**config.mk**
```make
export PLATFORM = sky130hd
export DESIGN_NAME = accel_spi_responder
export DESIGN_NICKNAME = d
export VERILOG_FILES = /design/src/rtl/accel_pkg.sv /design/src/rtl/accel_spi_sync.sv /design/src/rtl/accel_spi_responder.sv
export SDC_FILE = /design/constraint.sdc
export NUM_CORES = 1
export LEC_CHECK = 0
export CORE_ASPECT_RATIO = 1.25
export CORE_MARGIN = 4
export CORE_UTILIZATION = 60
export DETAILED_ROUTE_END_ITERATION = 12
export DONT_BUFFER_PORTS = 1
export GPL_TIMING_DRIVEN = 1
export HOLD_SLACK_MARGIN = 0.02
export PLACE_DENSITY = 0.77
export SYNTH_ARGS = -nofsm -noshare
export SYNTH_HDL_FRONTEND = slang
export SYNTH_SLANG_ARGS = --single-unit
```
**constraint.sdc**
```tcl
create_clock -name clk_clk -period 3 [get_ports clk_clk]
set_input_delay 0.3 -clock clk_clk [delete_from_list [all_inputs] [get_ports clk_clk]]
set_output_delay 0.3 -clock clk_clk [all_outputs]
set_load 0.05 [all_outputs]
```
**src/rtl/accel_pkg.sv**
```systemverilog
// accel_pkg: shared register map, DEVID, FSM states and sample width for the accelerometer SPI responder.
package accel_pkg;
    localparam int         SAMPLE_W     = 48;
    localparam logic [7:0] DEVID        = 8'hE5;
    localparam logic [5:0] A_DEVID      = 6'h00;
    localparam logic [5:0] A_INT_ENABLE = 6'h2E;
    localparam logic [5:0] A_INT_SOURCE = 6'h30;
    localparam logic [5:0] A_DATAX0     = 6'h32;
    localparam logic [5:0] A_DATAZ1     = 6'h37;

    typedef enum logic [1:0] {S_IDLE, S_CMD, S_READ, S_WRITE} state_t;

    function automatic logic is_data(input logic [5:0] a);
        return a >= A_DATAX0 && a <= A_DATAZ1;
    endfunction

    function automatic logic is_ro(input logic [5:0] a);
        return a == A_DEVID || a == A_INT_SOURCE || is_data(a);
    endfunction
endpackage

```
**src/rtl/accel_spi_sync.sv**
```systemverilog
// accel_spi_sync: 2-flop synchronizer with rising/falling edge detect on the synchronized value.
module accel_spi_sync #(
    parameter logic RST_VAL = 1'b0
) (
    input  logic i_clk,
    input  logic i_rst,
    input  logic i_d,
    output logic o_q,
    output logic o_rise,
    output logic o_fall
);
    logic [2:0] r_q;

    always_ff @(posedge i_clk)
        r_q <= i_rst ? {3{RST_VAL}} : {r_q[1:0], i_d};

    assign o_q    = r_q[1];
    assign o_rise = r_q[1] & ~r_q[2];
    assign o_fall = ~r_q[1] & r_q[2];
endmodule

```
**src/rtl/accel_spi_responder.sv**
```systemverilog
// accel_spi_responder: 3-wire mode-3 SPI register responder with coherent X/Y/Z sample capture.
// Define ACCEL_SPI_RESPONDER_INT_EN to drive spi_int from INT_SOURCE[7] & INT_ENABLE[7].
module accel_spi_responder
    import accel_pkg::*;
(
    input  logic                clk_clk,
    input  logic                reset_reset,
    input  logic                spi_sclk,
    input  logic                spi_cs_n,
    input  logic                spi_sdat_in,
    output logic                spi_sdat_out,
    output logic                spi_sdat_oe,
    output logic                spi_int,
    input  logic                sample_valid,
    output logic                sample_ready,
    input  logic [SAMPLE_W-1:0] sample_xyz
);
    logic       w_sclk_q, w_sclk_rise, w_sclk_fall;
    logic       w_cs_q, w_cs_rise, w_cs_fall;
    logic       w_sdi, w_sdi_rise, w_sdi_fall;
    logic       w_unused;
    state_t     r_state, w_next;
    logic [2:0] r_cnt;
    logic [6:0] r_shift;
    logic [5:0] r_addr;
    logic       r_mb;
    logic [7:0] r_tx;
    logic       r_oe;
    logic [7:0] r_regs [64];
    logic [7:0] w_byte;
    logic       w_byte_done, w_wr_en, w_rd_clr, w_accept;

    // CS sync resets low so a frame already in progress at reset release never shows a falling edge.
    accel_spi_sync #(.RST_VAL(1'b1)) u_sync_sclk (.i_clk(clk_clk), .i_rst(reset_reset), .i_d(spi_sclk),
        .o_q(w_sclk_q), .o_rise(w_sclk_rise), .o_fall(w_sclk_fall));
    accel_spi_sync #(.RST_VAL(1'b0)) u_sync_cs (.i_clk(clk_clk), .i_rst(reset_reset), .i_d(spi_cs_n),
        .o_q(w_cs_q), .o_rise(w_cs_rise), .o_fall(w_cs_fall));
    accel_spi_sync #(.RST_VAL(1'b0)) u_sync_sdi (.i_clk(clk_clk), .i_rst(reset_reset), .i_d(spi_sdat_in),
        .o_q(w_sdi), .o_rise(w_sdi_rise), .o_fall(w_sdi_fall));

    assign w_unused    = ^{w_sclk_q, w_cs_rise, w_sdi_rise, w_sdi_fall};
    assign w_byte      = {r_shift, w_sdi};
    assign w_byte_done = !w_cs_q && w_sclk_rise && r_cnt == 3'd7;
    assign w_wr_en     = r_state == S_WRITE && w_byte_done && !is_ro(r_addr);
    assign w_rd_clr    = r_state == S_READ && w_byte_done && is_data(r_addr);
    assign sample_ready = w_cs_q;
    assign w_accept    = sample_valid && sample_ready;
    assign spi_sdat_oe  = r_oe;
    assign spi_sdat_out = r_oe ? r_tx[7] : 1'b1;

    always_ff @(posedge clk_clk)
        r_state <= reset_reset ? S_IDLE : w_next;

    always_comb begin
        w_next = r_state;
        if (w_cs_q)
            w_next = S_IDLE;
        else if (r_state == S_IDLE && w_cs_fall)
            w_next = S_CMD;
        else if (r_state == S_CMD && w_byte_done)
            w_next = w_byte[7] ? S_READ : S_WRITE;
    end

    always_ff @(posedge clk_clk) begin
        if (reset_reset) begin
            r_cnt   <= 3'd0;
            r_shift <= 7'd0;
            r_addr  <= 6'd0;
            r_mb    <= 1'b0;
            r_tx    <= 8'hFF;
            r_oe    <= 1'b0;
        end else if (r_state == S_IDLE || w_cs_q) begin
            r_cnt <= 3'd0;
            r_oe  <= 1'b0;
        end else begin
            if (w_sclk_rise) begin
                r_cnt   <= r_cnt + 3'd1;
                r_shift <= w_byte[6:0];
            end
            if (r_state == S_CMD && w_byte_done) begin
                r_addr <= w_byte[5:0];
                r_mb   <= w_byte[6];
            end
            if (r_state != S_CMD && w_byte_done && r_mb)
                r_addr <= r_addr + 6'd1;
            // Mode 3: the initiator samples on rising SCLK, so data moves on the falling edge.
            if (r_state == S_READ && w_sclk_fall) begin
                r_oe <= 1'b1;
                r_tx <= r_cnt == 3'd0 ? r_regs[r_addr] : {r_tx[6:0], 1'b1};
            end
        end
    end

    always_ff @(posedge clk_clk) begin
        if (reset_reset) begin
            for (int i = 0; i < 64; i++)
                r_regs[6'(i)] <= 8'h00;
            r_regs[A_DEVID] <= DEVID;
        end else begin
            if (w_wr_en)
                r_regs[r_addr] <= w_byte;
            if (w_rd_clr)
                r_regs[A_INT_SOURCE][7] <= 1'b0;
            // Later assignment wins, so a sample landing with a data read keeps DATA_READY set.
            if (w_accept) begin
                for (int i = 0; i < 6; i++)
                    r_regs[A_DATAX0 + 6'(i)] <= sample_xyz[8*i +: 8];
                r_regs[A_INT_SOURCE][7] <= 1'b1;
            end
        end
    end

`ifdef ACCEL_SPI_RESPONDER_INT_EN
    logic r_int;
    always_ff @(posedge clk_clk)
        r_int <= reset_reset ? 1'b0 : r_regs[A_INT_SOURCE][7] & r_regs[A_INT_ENABLE][7];
    assign spi_int = r_int;
`else
    assign spi_int = 1'b0;
`endif
endmodule

```
# == Word-level counts from Yosys, hierarchy flattened ==
# Memories as Yosys holds them, arrays and structs flattened. A register that Yosys moved wholly into a read port is not among the register bits.
# Index checks and enable logic that the tools add are counted.
# totals
ff_bits,36
latch_bits,0
ram_bits,512
rom_bits,0
input_bits,54
word_cells,101
memories,1
# memory_table
memory,words,word_bits,rd,rd_ports_with_merged_regs,wr,line_no,source
r_regs,64,8,1,1,64,accel_spi_responder.sv:29,logic [7:0] r_regs [64];
# classes
addsub,2
multipliers,0
div_mod_pow,0
n_lt_le_gt_ge,2
eq_ne,6
shifts,0
n_mux,32
bitwise_logic,16
n_reduce_logical,31
# ops
op,count
2-to-1 mux 8 bit,9
2-to-1 mux 6 bit,5
2-to-1 mux 1 bit,18
logical AND 1 bit,13
bitwise OR 1 bit,9
AND reduction 2 bit,4
OR reduction 8 bit,1
"adder 6 x 1 -> 6 bit, second input constant",1
"== test 6 bit, second input constant",1
">= comparator 6 bit, second input constant",1
"less-or-equal comparator 6 bit, second input constant",1
zero test 6 bit,1
"== test 2 bit, second input constant",2
NOT 1 bit,4
nonzero test 2 bit,2
OR reduction 2 bit,2
"adder 3 x 1 -> 3 bit, second input constant",1
AND 1 bit,3
"== test 3 bit, second input constant",1
zero test 3 bit,1
logical OR 1 bit,3
OR reduction 3 bit,1
"== test 2 x 1 -> 1 bit, second input constant",1
zero test 1 bit,2
2 further kinds,2

# == Longest topological paths before layout ==
# Gate-level depths: netlist of the first run.
# logic_depth
ltp_word,11
ltp_mapped,9
depth_no_buf,7

# == Hierarchy ==
# A second synthesis of the first run with hierarchy kept.
# unflattened
hier_cells,1799
area_unflattened_um2,25772.2
# by_module_without_submodules
module,n_inst,cells_per_inst,area_per_inst_um2,seq_area_each_um2
accel_spi_responder,1,1775,25497.0,16055.4
accel_spi_sync at u_sync_cs ...,2,8,91.3,60.1
accel_spi_sync at u_sync_sclk,1,8,92.6,60.1

# == Worst setup path after synthesis of the first run ==
# Ideal clock, no wire load.
# synth_path
path_kind,register -> register
from,register u_sync_cs.r_q[1]
to,"memory r_regs[7][0], enable pin"
setup_time_ps,309
arrival_time_ps,2043
path_slack_ps,648
stages_incl_launch_ff,7
n_path_buf,1
path_cell_list,dfxtp_1 > nand4bb_1 > nor4_2 > nand3_1 > clkbuf_1 > nor2_1 > or2_2
# synth_lines
element,line_no,source
start: declaration,accel_spi_sync.sv:12,logic [2:0] r_q;
start signal: assignment,accel_spi_sync.sv:15,"r_q <= i_rst ? {3{RST_VAL}} : {r_q[1:0], i_d};"
end: declaration,accel_spi_responder.sv:29,

==> flow_summary.toml, run 1 <==
[clock_network]
clockBufferDepth = 3
htree_levels = 2
cts_tree = "done"
clkLatencyLatePin_ns = 0.58
cts.sinks = 554
cts_setup_buffers = 0
cts_buffers = 50
root_buffer = "clkbuf_16"
clk_pin_slew_ns = 0.07

[setup_path]
crit_buf_inv = 0
worst-setup-path-type = "reg2reg"
crit_chain = "ha_1 -> ha_1 -> nand4bb_1 -> nor3_1 -> nand4_1 -> nor2_1 -> or2_2"
end_kind = "flip-flop"
slowest_stage = "nand4_1"
arrival_ns = 3.07
path_max_fanout = 8
crit_top_cell = "ha_1"
startpoint_type = "flip-flop"
worstPathRequired_ns = 3.27
slowest_delay_ns = 0.57
path_delay_family = "simple AND/OR/NAND/NOR gates"

[synth]
synthesis.nets = 1786
synth_flop_cell = "edfxtp_1"
async_reset_ff_frac = 0
yosysWarningCount = 0
synth-simple-area-share = 0.176
synth_compound_area_frac = 0.0200
synth.area.mux_share = 0.143
syn_inst = 1726
synthAdderAreaFrac = 0.00293
synth_xor_area_frac = 0.000684
synth_edf_count = 512
synth_top_family_by_area = "simple AND/OR/NAND/NOR gates"
yosysSeqAreaShare = 0.633
netlist_area_mm2 = 0.0256
synth.avg_cell_area_um2 = 14.8
synth-seq-cells = 554
synth_cell_types = 56

[outcome]
status = "completed"

[place]
portBuffers = 0
hpwl_um = 40600
place_congestion = 0.902

[power_and_ir_drop]
ir_drop_mv = 0.524
p_leak_nw = 10.5
finalPower_mw = 15.4
pwr_density_cell_mw_per_mm2 = 536

[grt]
track_usage = 0.275
grt_max_degree = 70
antenna_found_initial = 0
grt_pass1_vias = 15300
grt_pass1_wl_um = 94100
gr-total-overflow = 0

[floorplan]
row_count = 84
ios = 58
die_h_um = 239
die_w_um = 193
start_util = 0.608
die_area_mm2 = 0.0461
coreArea_mm2 = 0.0421

[final_layout]
area_growth_pct = 12.5
nets = 1869
layout-drive-gt1-share = 0.214
regArea_mm2 = 0.0162
multiInputGateArea_mm2 = 0.00879
nFillCells = 2685

[flow_run]
cap_violations = 0

[timing]
grt_setup_unrepaired = "false"
maxSlewViolCount = 0
fin_crit_ns = 2.80
fmax_mhz = 357
fin_skew_ns = 0.0187
period_share = 0.933
tns_ns = 0
setup_viol = 0
finalHoldViolations = 0
relSlewSlack = 0.194
worstMarginPinSlew_ns = 1.21

[detailed_routing]
drc_errors = 0
routed_wl_um = 61900
vias_per_cell = 6.14
ant_nets = 0
drtIter0Drc = 1367
wl_per_cell_um = 25.7
dr.pass1.iters = 5
vias = 14800

[worst_hold_path]
hp-class = "in2reg"
state kept, by name, summed over array words and instances, names as in the netlist, named ones only:
| register | count |
|---|---|
| u_sync_sclk.r_q | 3 |
| u_sync_sdi.r_q | 2 |
| r_tx | 8 |
| r_shift | 7 |
| r_mb | 1 |
| spi_sdat_oe | 1 |
| r_cnt | 3 |
| u_sync_cs.r_q | 3 |
| r_addr | 6 |
| r_state | 2 |
| r_regs | 512 |
per-stage QoR:
step                      setup WS, ns  instances  hold slack [ns]  cell area, um^2   util
after floorplan                  0.648       1726            0.389            25600      -
after global placement           0.359       2261            0.389            26700  0.633
after detailed placement         0.266       2261            0.387            26700  0.633
after CTS                        0.267       2409           0.0351            28800  0.684
after global routing            0.0473       2409           0.0706            28800  0.684
final                            0.201       2410           0.0711            28800  0.684
power by group:
part,internal [mW],leakage (nW),total [mW],switching [mW]
clock network,3.53,0.784,6.28,2.76
registers,8.64,5.64,8.74,0.0933
logic,0.182,4.11,0.426,0.244
total,12.4,10.5,15.4,3.09
final cells by class:
type | count | area share
Antenna cell | 1 | 0.0000868
Clock buffer | 64 | 0.0470
Clock inverter | 29 | 0.00803
Inverter | 9 | 0.00117
Multi-Input combinational cell | 1036 | 0.305
Sequential cell | 554 | 0.563
Tap cell | 559 | 0.0243
Timing Repair Buffer | 158 | 0.0511
cells by family (layout without fill, tap and decap cells):
logic type / count (synthesis) / count (layout)
fa+ha+maj: 6 / 6
flops: 554 / 554
compound gates: 72 / 72
simple gates: 764 / 764
mux: 191 / 191
other cells: 1 / 2
xor+xnor: 2 / 2
buf+inv: 136 / 260
per-layer routing:
layer	global-route usage	wire [um]
met1	0.351	23100
met2	0.481	32500
met3	0.0446	4110
met4	0.0971	2170
met5	0	0
worst paths after layout:
check	from	to	slack (ns)	cells after the start
setup / recovery	r_cnt[1]$_SDFFE_PP0N_	r_regs[23][3]$_SDFFCE_PN0P_	0.20	7
hold / removal	reset_reset	r_tx[0]$_SDFFE_PP1P_	0.07	3
setup reg to reg	r_cnt[1]$_SDFFE_PP0N_	r_regs[23][3]$_SDFFCE_PN0P_	0.20	7
hold reg to reg	u_sync_sdi.r_q[0]$_SDFF_PP0_	u_sync_sdi.r_q[1]$_SDFF_PP0_	0.44	1
timing repair:
| action | in CTS | in global routing |
|---|---|---|
| setup endpoints to repair | 0 | 0 |
| hold buffers | 55 | 0 |
| endpoints found under the hold margin | 86 | 0 |
| resized for setup | 0 | 0 |
cells in the final DEF (no fill, tap or decap), types with 12 or more instances in the layout:
| cell type | Yosys | final |
|---|---|---|
| a21oi_1 | 13 | 13 |
| and2_1 | 459 | 459 |
| and3_1 | 56 | 56 |
| buf_12 | 1 | 12 |
| buf_4 | 12 | 92 |
| clkbuf_16 | 0 | 51 |
| clkinv_1 | 0 | 14 |
| dfxtp_1 | 42 | 31 |
| dlygate4sd3_1 | 0 | 54 |
| edfxtp_1 | 512 | 512 |
| mux2_2 | 12 | 12 |
| mux2i_1 | 42 | 42 |
| mux4_2 | 130 | 130 |
| nand2_1 | 22 | 22 |
| nand3_1 | 17 | 17 |
| nor2_1 | 85 | 85 |
| or2_2 | 61 | 61 |
| or3_1 | 13 | 13 |
synth_stat cells (4+ instances only):
| library cell | instances | area, um^2 |
|---|---|---|
| inv_1 | 7 | 26.3 |
| nand3b_1 | 4 | 30.0 |
| and2_1 | 459 | 2870 |
| and3_1 | 56 | 350 |
| mux2_2 | 12 | 135 |
| nor3_1 | 10 | 50.1 |
| a31oi_1 | 5 | 31.3 |
| buf_2 | 17 | 85.1 |
| nor2b_1 | 12 | 75.1 |
| nand4_1 | 6 | 37.5 |
| or2_2 | 61 | 382 |
| or3_1 | 13 | 81.3 |
| mux4_2 | 130 | 2930 |
| dfxtp_1 | 42 | 841 |
| nand2_1 | 22 | 82.6 |
| o211ai_1 | 8 | 60.1 |
| edfxtp_1 | 512 | 15400 |
| buf_1 | 5 | 18.8 |
| a21o_1 | 8 | 60.1 |
| clkbuf_1 | 89 | 334 |
| ha_1 | 6 | 75.1 |
| o21ai_0 | 5 | 25.0 |
| a22oi_1 | 7 | 52.6 |
| mux4_1 | 7 | 184 |
| a211oi_1 | 9 | 67.6 |
| mux2i_1 | 42 | 420 |
| buf_4 | 12 | 90.1 |
| nor2_1 | 85 | 319 |
| nand2b_1 | 8 | 50.1 |
| a21oi_1 | 13 | 65.1 |
| nand3_1 | 17 | 85.1 |
tightest hold or removal path, stage by stage:
cell and delay [ns]:
or3_1 0.10, nor4_1 0.06, a21oi_1 0.13
No activity file was read; power rests on OpenSTA's default activity.
==> inputs of run 2 (changes only) <==
--- a/config.mk
+++ b/config.mk
@@ -13,6 +13,8 @@
 export GPL_TIMING_DRIVEN = 1
 export HOLD_SLACK_MARGIN = 0.02
 export PLACE_DENSITY = 0.77
+export REMOVE_ABC_BUFFERS = 1
+export SLEW_MARGIN = 5
 export SYNTH_ARGS = -nofsm -noshare
 export SYNTH_HDL_FRONTEND = slang
 export SYNTH_SLANG_ARGS = --single-unit
==> flow_summary.toml, run 2 (synthesis gave the netlist of run 1 again) <==
[clock_network]
post_cts_resized = 0
clockBufferDepth = 3
cts_setup_buffers = 0
clkLatencyLatePin_ns = 0.58
root_buffer = "clkbuf_16"
cts_hold_buf = 58
clk_pin_slew_ns = 0.07
htree_levels = 2
cts_buffers = 51
cts_tree = "done"
cts.sinks = 554

[power_and_ir_drop]
power_frac_clock = 0.420
p_leak_nw = 10.6
p_comb_frac = 0.027
power_frac_seq = 0.553
switchingPower_mw = 3.19
p_int_mw = 12.6
ir_drop_mv = 0.516
switching_share = 0.202
pwr_density_cell_mw_per_mm2 = 546

[grt]
grt_pass1_vias = 15200
antenna_found_initial = 3
grt_pass1_wl_um = 95300
gr-total-overflow = 0
track_usage = 0.281
grt_max_degree = 70

[place]
pre_cts_ws_ns = 0.352
place_congestion = 0.889
place_area_mm2 = 0.0267
dp.cells = 2258
hpwl_um = 40500
portBuffers = 0

[floorplan]
start_util = 0.608
coreArea_mm2 = 0.0421
ios = 58
die_w_um = 193
die_h_um = 239
die_area_mm2 = 0.0461
row_count = 84

[setup_path]
worst-setup-path-type = "reg2reg"
r2r_cells = 7
end_kind = "flip-flop"
startpoint_type = "flip-flop"
cp-startpoint = "r_cnt[1]$_SDFFE_PP0N_"
path_max_fanout = 8
arrival_ns = 2.97
ff2ff_setup_slack_ns = 0.30
crit_path_end = "r_regs[61][4]$_SDFFCE_PN0P_"
r2r_start = "r_cnt[1]$_SDFFE_PP0N_"
regToRegEndpoint = "r_regs[61][4]$_SDFFCE_PN0P_"
worstPathRequired_ns = 3.27

[detailed_routing]
vias = 15100
drc_errors = 0
wl_per_cell_um = 26.4
vias_per_cell = 6.28
routed_wl_um = 63600
ant_nets = 0
drtIter0Drc = 1961
dr.pass1.iters = 7

[final_layout]
stdcell_count = 2411
fin_area_mm2 = 0.0290
layout_common_cells = "edfxtp_1 (512), and2_1 (459), mux4_2 (130)"
reg_top3 = "r_regs: 512 flops, r_tx: 8 flops, r_shift: 7 flops"
layout-drive-gt1-share = 0.219
nets = 1870
largest_reg_flops = 512
area_growth_pct = 13.0
mostFrequentLayoutCell = "edfxtp_1"
top_register = "r_regs"

[timing]
worstMarginPinSlew_ns = 1.17
setup_viol = 0
finalHoldViolations = 0
fin_skew_ns = 0.0170
fmax_mhz = 371
setup_slack_ns = 0.303
fin_crit_ns = 2.70
period_share = 0.899
grt_setup_unrepaired = "false"
relSlewSlack = 0.217
maxSlewViolCount = 0

[outcome]
status = "completed"

[flow_run]
cap_violations = 0

[worst_hold_path]
hp-class = "in2reg"
[run 2: worst min-delay path by stage]
stage / from / to / slack, ns / depth (start not counted)
2_1_floorplan: reset_reset / r_mb$_SDFFE_PP0P_ / 0.37 / 1
3_3_place_gp: spi_sclk / u_sync_sclk.r_q[0]$_SDFF_PP1_ / 0.40 / 1
3_5_place_dp: spi_sclk / u_sync_sclk.r_q[0]$_SDFF_PP1_ / 0.41 / 1
4_1_cts: reset_reset / r_tx[0]$_SDFFE_PP1P_ / 0.04 / 3
5_1_grt: reset_reset / r_tx[0]$_SDFFE_PP1P_ / 0.07 / 3
6_report: reset_reset / r_tx[0]$_SDFFE_PP1P_ / 0.11 / 3
[run 2: layout make-up]
| type | instances | area (um^2) |
|---|---|---|
| Tap cell | 559 | 699 |
| Multi-Input combinational cell | 1036 | 8790 |
| Clock buffer | 63 | 1380 |
| Antenna cell | 1 | 2.50 |
| Clock inverter | 31 | 322 |
| Fill cell | 2645 | 13200 |
| Sequential cell | 554 | 16200 |
| Inverter | 9 | 33.8 |
| Timing Repair Buffer | 158 | 1490 |
[run 2: power by group through the flow]
stage	Combinational (mW)	Clock [mW]	Sequential, mW
6_report	0.430	6.65	8.74
5_1_grt	0.456	7.03	8.75
4_1_cts	0.426	6.68	8.74
3_5_place_dp	0.351	0	8.90
3_3_place_gp	0.343	0	8.89
2_1_floorplan	0.250	0	8.85
[run 2: through the flow]
stage                     power [mW]  hold slack (ns)  utilization  setup TNS [ns]
after floorplan                 9.10            0.369            -          -25.44
after global placement          9.24            0.405        0.633               0
after detailed placement        9.26            0.407        0.633               0
after CTS                       15.8           0.0443        0.687               0
after global routing            16.2           0.0680        0.687               0
final                           15.8            0.108        0.687               0
[run 2: worst max-delay path, cell delays in order, from the launching register on]
cell and delay [ns]:
dfxtp_1 0.35, ha_1 0.17, ha_1 0.16, nand4bb_1 0.20, nor3_1 0.43, nand3_1 0.49
nor2_1 0.30, or2_2 0.27
[run 2: layer usage]
metal,part of all wire,GRT usage
met4,0.042,0.101
met3,0.095,0.0557
met5,0.00011,0
met2,0.50,0.458
met1,0.36,0.381
==> inputs of run 3 (changes only) <==
--- a/config.mk
+++ b/config.mk
@@ -7,7 +7,8 @@
 export LEC_CHECK = 0
 export CORE_ASPECT_RATIO = 1.25
 export CORE_MARGIN = 4
-export CORE_UTILIZATION = 60
+export CORE_UTILIZATION = 58
+export CTS_CLUSTER_DIAMETER = 80
 export DETAILED_ROUTE_END_ITERATION = 12
 export DONT_BUFFER_PORTS = 1
 export GPL_TIMING_DRIVEN = 1
==> constraint.sdc (replaced) <==
create_clock -name clk_clk -period 2.2 [get_ports clk_clk]
set_input_delay 0.22 -clock clk_clk [delete_from_list [all_inputs] [get_ports clk_clk]]
set_output_delay 0.22 -clock clk_clk [all_outputs]
set_load 0.05 [all_outputs]
==> flow_summary.toml, run 3 (synthesis gave the netlist of run 1 again) <==
[detailed_routing]
vias_per_cell = 6.30
wl_per_cell_um = 27.0
vias = 15900
dr.pass1.iters = 6
drtIter0Drc = 1988
drc_errors = 0
ant_nets = 0
routed_wl_um = 68300

[final_layout]
layout-drive-gt1-share = 0.294
utilization = 0.702
nets = 1986
area_growth_pct = 18.9
reg_top3 = "r_regs: 512 flops, r_tx: 8 flops, r_shift: 7 flops"
top_register = "r_regs"
mostFrequentLayoutCell = "edfxtp_1"
largest_reg_flops = 512
layout_common_cells = "edfxtp_1 (512), and2_1 (459), buf_4 (176)"
fin_area_mm2 = 0.0305

[grt]
grt_max_degree = 55
gr-total-overflow = 0
antenna_found_initial = 2
grt_use_met3 = 0.0501
grt_use_met1 = 0.375
use_met2 = 0.477
grt.busiest_layer = "met2"
grt_pass1_wl_um = 102000
track_usage = 0.282
grt_pass1_vias = 16200

[setup_path]
arrival_ns = 2.73
crit_chain = "buf_8 -> buf_12 -> mux4_2 -> mux4_2 -> mux2i_2 -> o211ai_1"
r2r_cells = 6
crit_cells = 6
slowest_delay_ns = 0.56
path_max_fanout = 6
startpoint_type = "flip-flop"
path_delay_family = "multiplexers"
crit_top_cell = "mux4_2"
regToRegEndpoint = "r_tx[2]$_SDFFE_PP1P_"
end_kind = "flip-flop"
crit_path_end = "r_tx[2]$_SDFFE_PP1P_"
worst-setup-path-type = "reg2reg"
worstPathRequired_ns = 2.65
slowest_stage = "mux4_2"
ff2ff_setup_slack_ns = -0.08
crit_buf_inv = 2

[power_and_ir_drop]
pwr_density_cell_mw_per_mm2 = 710
p_leak_nw = 11.3
ir_drop_mv = 0.775
finalPower_mw = 21.6

[floorplan]
ios = 58
start_util = 0.590
die_area_mm2 = 0.0476
die_h_um = 243
coreArea_mm2 = 0.0434
die_w_um = 196
row_count = 85

[clock_network]
clockBufferDepth = 3
cts_tree = "done"
htree_levels = 2
clk_pin_slew_ns = 0.07
clkLatencyLatePin_ns = 0.59
cts_buffers = 51
root_buffer = "clkbuf_16"
cts.sinks = 554

[place]
place_area_mm2 = 0.0274
portBuffers = 0
hpwl_um = 43100
place_congestion = 0.951

[timing]
fin_skew_ns = 0.0227
maxSlewViolCount = 0
fin_crit_ns = 2.28
fmax_mhz = 439
period_share = 1.03
grt_setup_unrepaired = "true"
finalHoldViolations = 0
relSlewSlack = 0.380
setup_viol = 16
setup_slack_ns = -0.0763
worstMarginPinSlew_ns = 0.927

[flow_run]
cap_violations = 0

[outcome]
violations = "setup timing"
status = "finished, violations left"

[worst_hold_path]
hp-class = "in2reg"
==> run 3: cell types whose count changed in the layout (fill, tap and decap cells not counted), sizes merged, moves of 3 or more <==
cell / previous run / this run
dlygate4sd3: 57 / 60
clkbuf: 63 / 60
buf: 101 / 214
inv: 10 / 14
==> run 3: worst reg2reg max path: stages, from the launching register on <==
cell	delay (ns)
dfxtp_4	0.46
buf_8	0.16
buf_12	0.13
mux4_2	0.57
mux4_2	0.50
mux2i_2	0.22
o211ai_1	0.11
==> run 3: worst min path at each step <==
| stage | from | end | slack [ns] | cells after the start |
|---|---|---|---|---|
| 3_5_place_dp | reset_reset | r_shift[1]$_SDFFE_PP0P_ | 0.33 | 1 |
| 4_1_cts | reset_reset | r_regs[14][4]$_SDFFCE_PN0P_ | 0.02 | 1 |
| 3_3_place_gp | reset_reset | r_shift[1]$_SDFFE_PP0P_ | 0.32 | 1 |
| 5_1_grt | reset_reset | r_regs[23][5]$_SDFFCE_PN0P_ | 0.04 | 1 |
| 2_1_floorplan | reset_reset | r_mb$_SDFFE_PP0P_ | 0.29 | 1 |
| 6_report | reset_reset | r_regs[23][2]$_SDFFCE_PN0P_ | 0.05 | 1 |
==> run 3: what timing repair did <==
item                                   4_1_cts  5_1_grt
hold buffers                                61        1
cloned                                       1        0
pin swaps                                    7       39
setup endpoints to repair                  334      714
resized for setup                           55      102
endpoints found under the hold margin      310       80
setup buffers                               17       11
==> run 3: metrics by stage <==
stage               std cells  hold slack, ns  TNS (ns)  worst slack, ns
floorplan                1599           0.289   -122.24            -4.12
global placement         2348           0.324    -0.806          -0.0804
detailed placement       2348           0.326    -10.07           -0.108
CTS                      2519          0.0241    -0.238          -0.0773
global route             2531          0.0411     -4.59           -0.103
finish                   2532          0.0491    -0.391          -0.0763
==> run 3: routing by layer <==
metal,share of wire,vias up
met5,0,-
met4,0.038,0
met3,0.093,181
met2,0.51,864
met1,0.36,8105
li1,-,6789
==> run 3: area by class of cell <==
class | instances | area (um^2)
fill | 2740 | 12900
inverter | 9 | 33.8
multi-input combinational | 1036 | 9230
clock inverter | 32 | 314
antenna | 2 | 5.00
timing repair buffer | 274 | 2580
tap | 565 | 707
clock buffer | 60 | 1360
sequential | 554 | 16200
==> run 3: power breakdown <==
group | internal (mW) | leakage [nW] | switching, mW
logic | 0.304 | 4.78 | 0.394
clock network | 5.04 | 0.828 | 3.98
registers | 11.8 | 5.64 | 0.134
total | 17.1 | 11.3 | 4.50
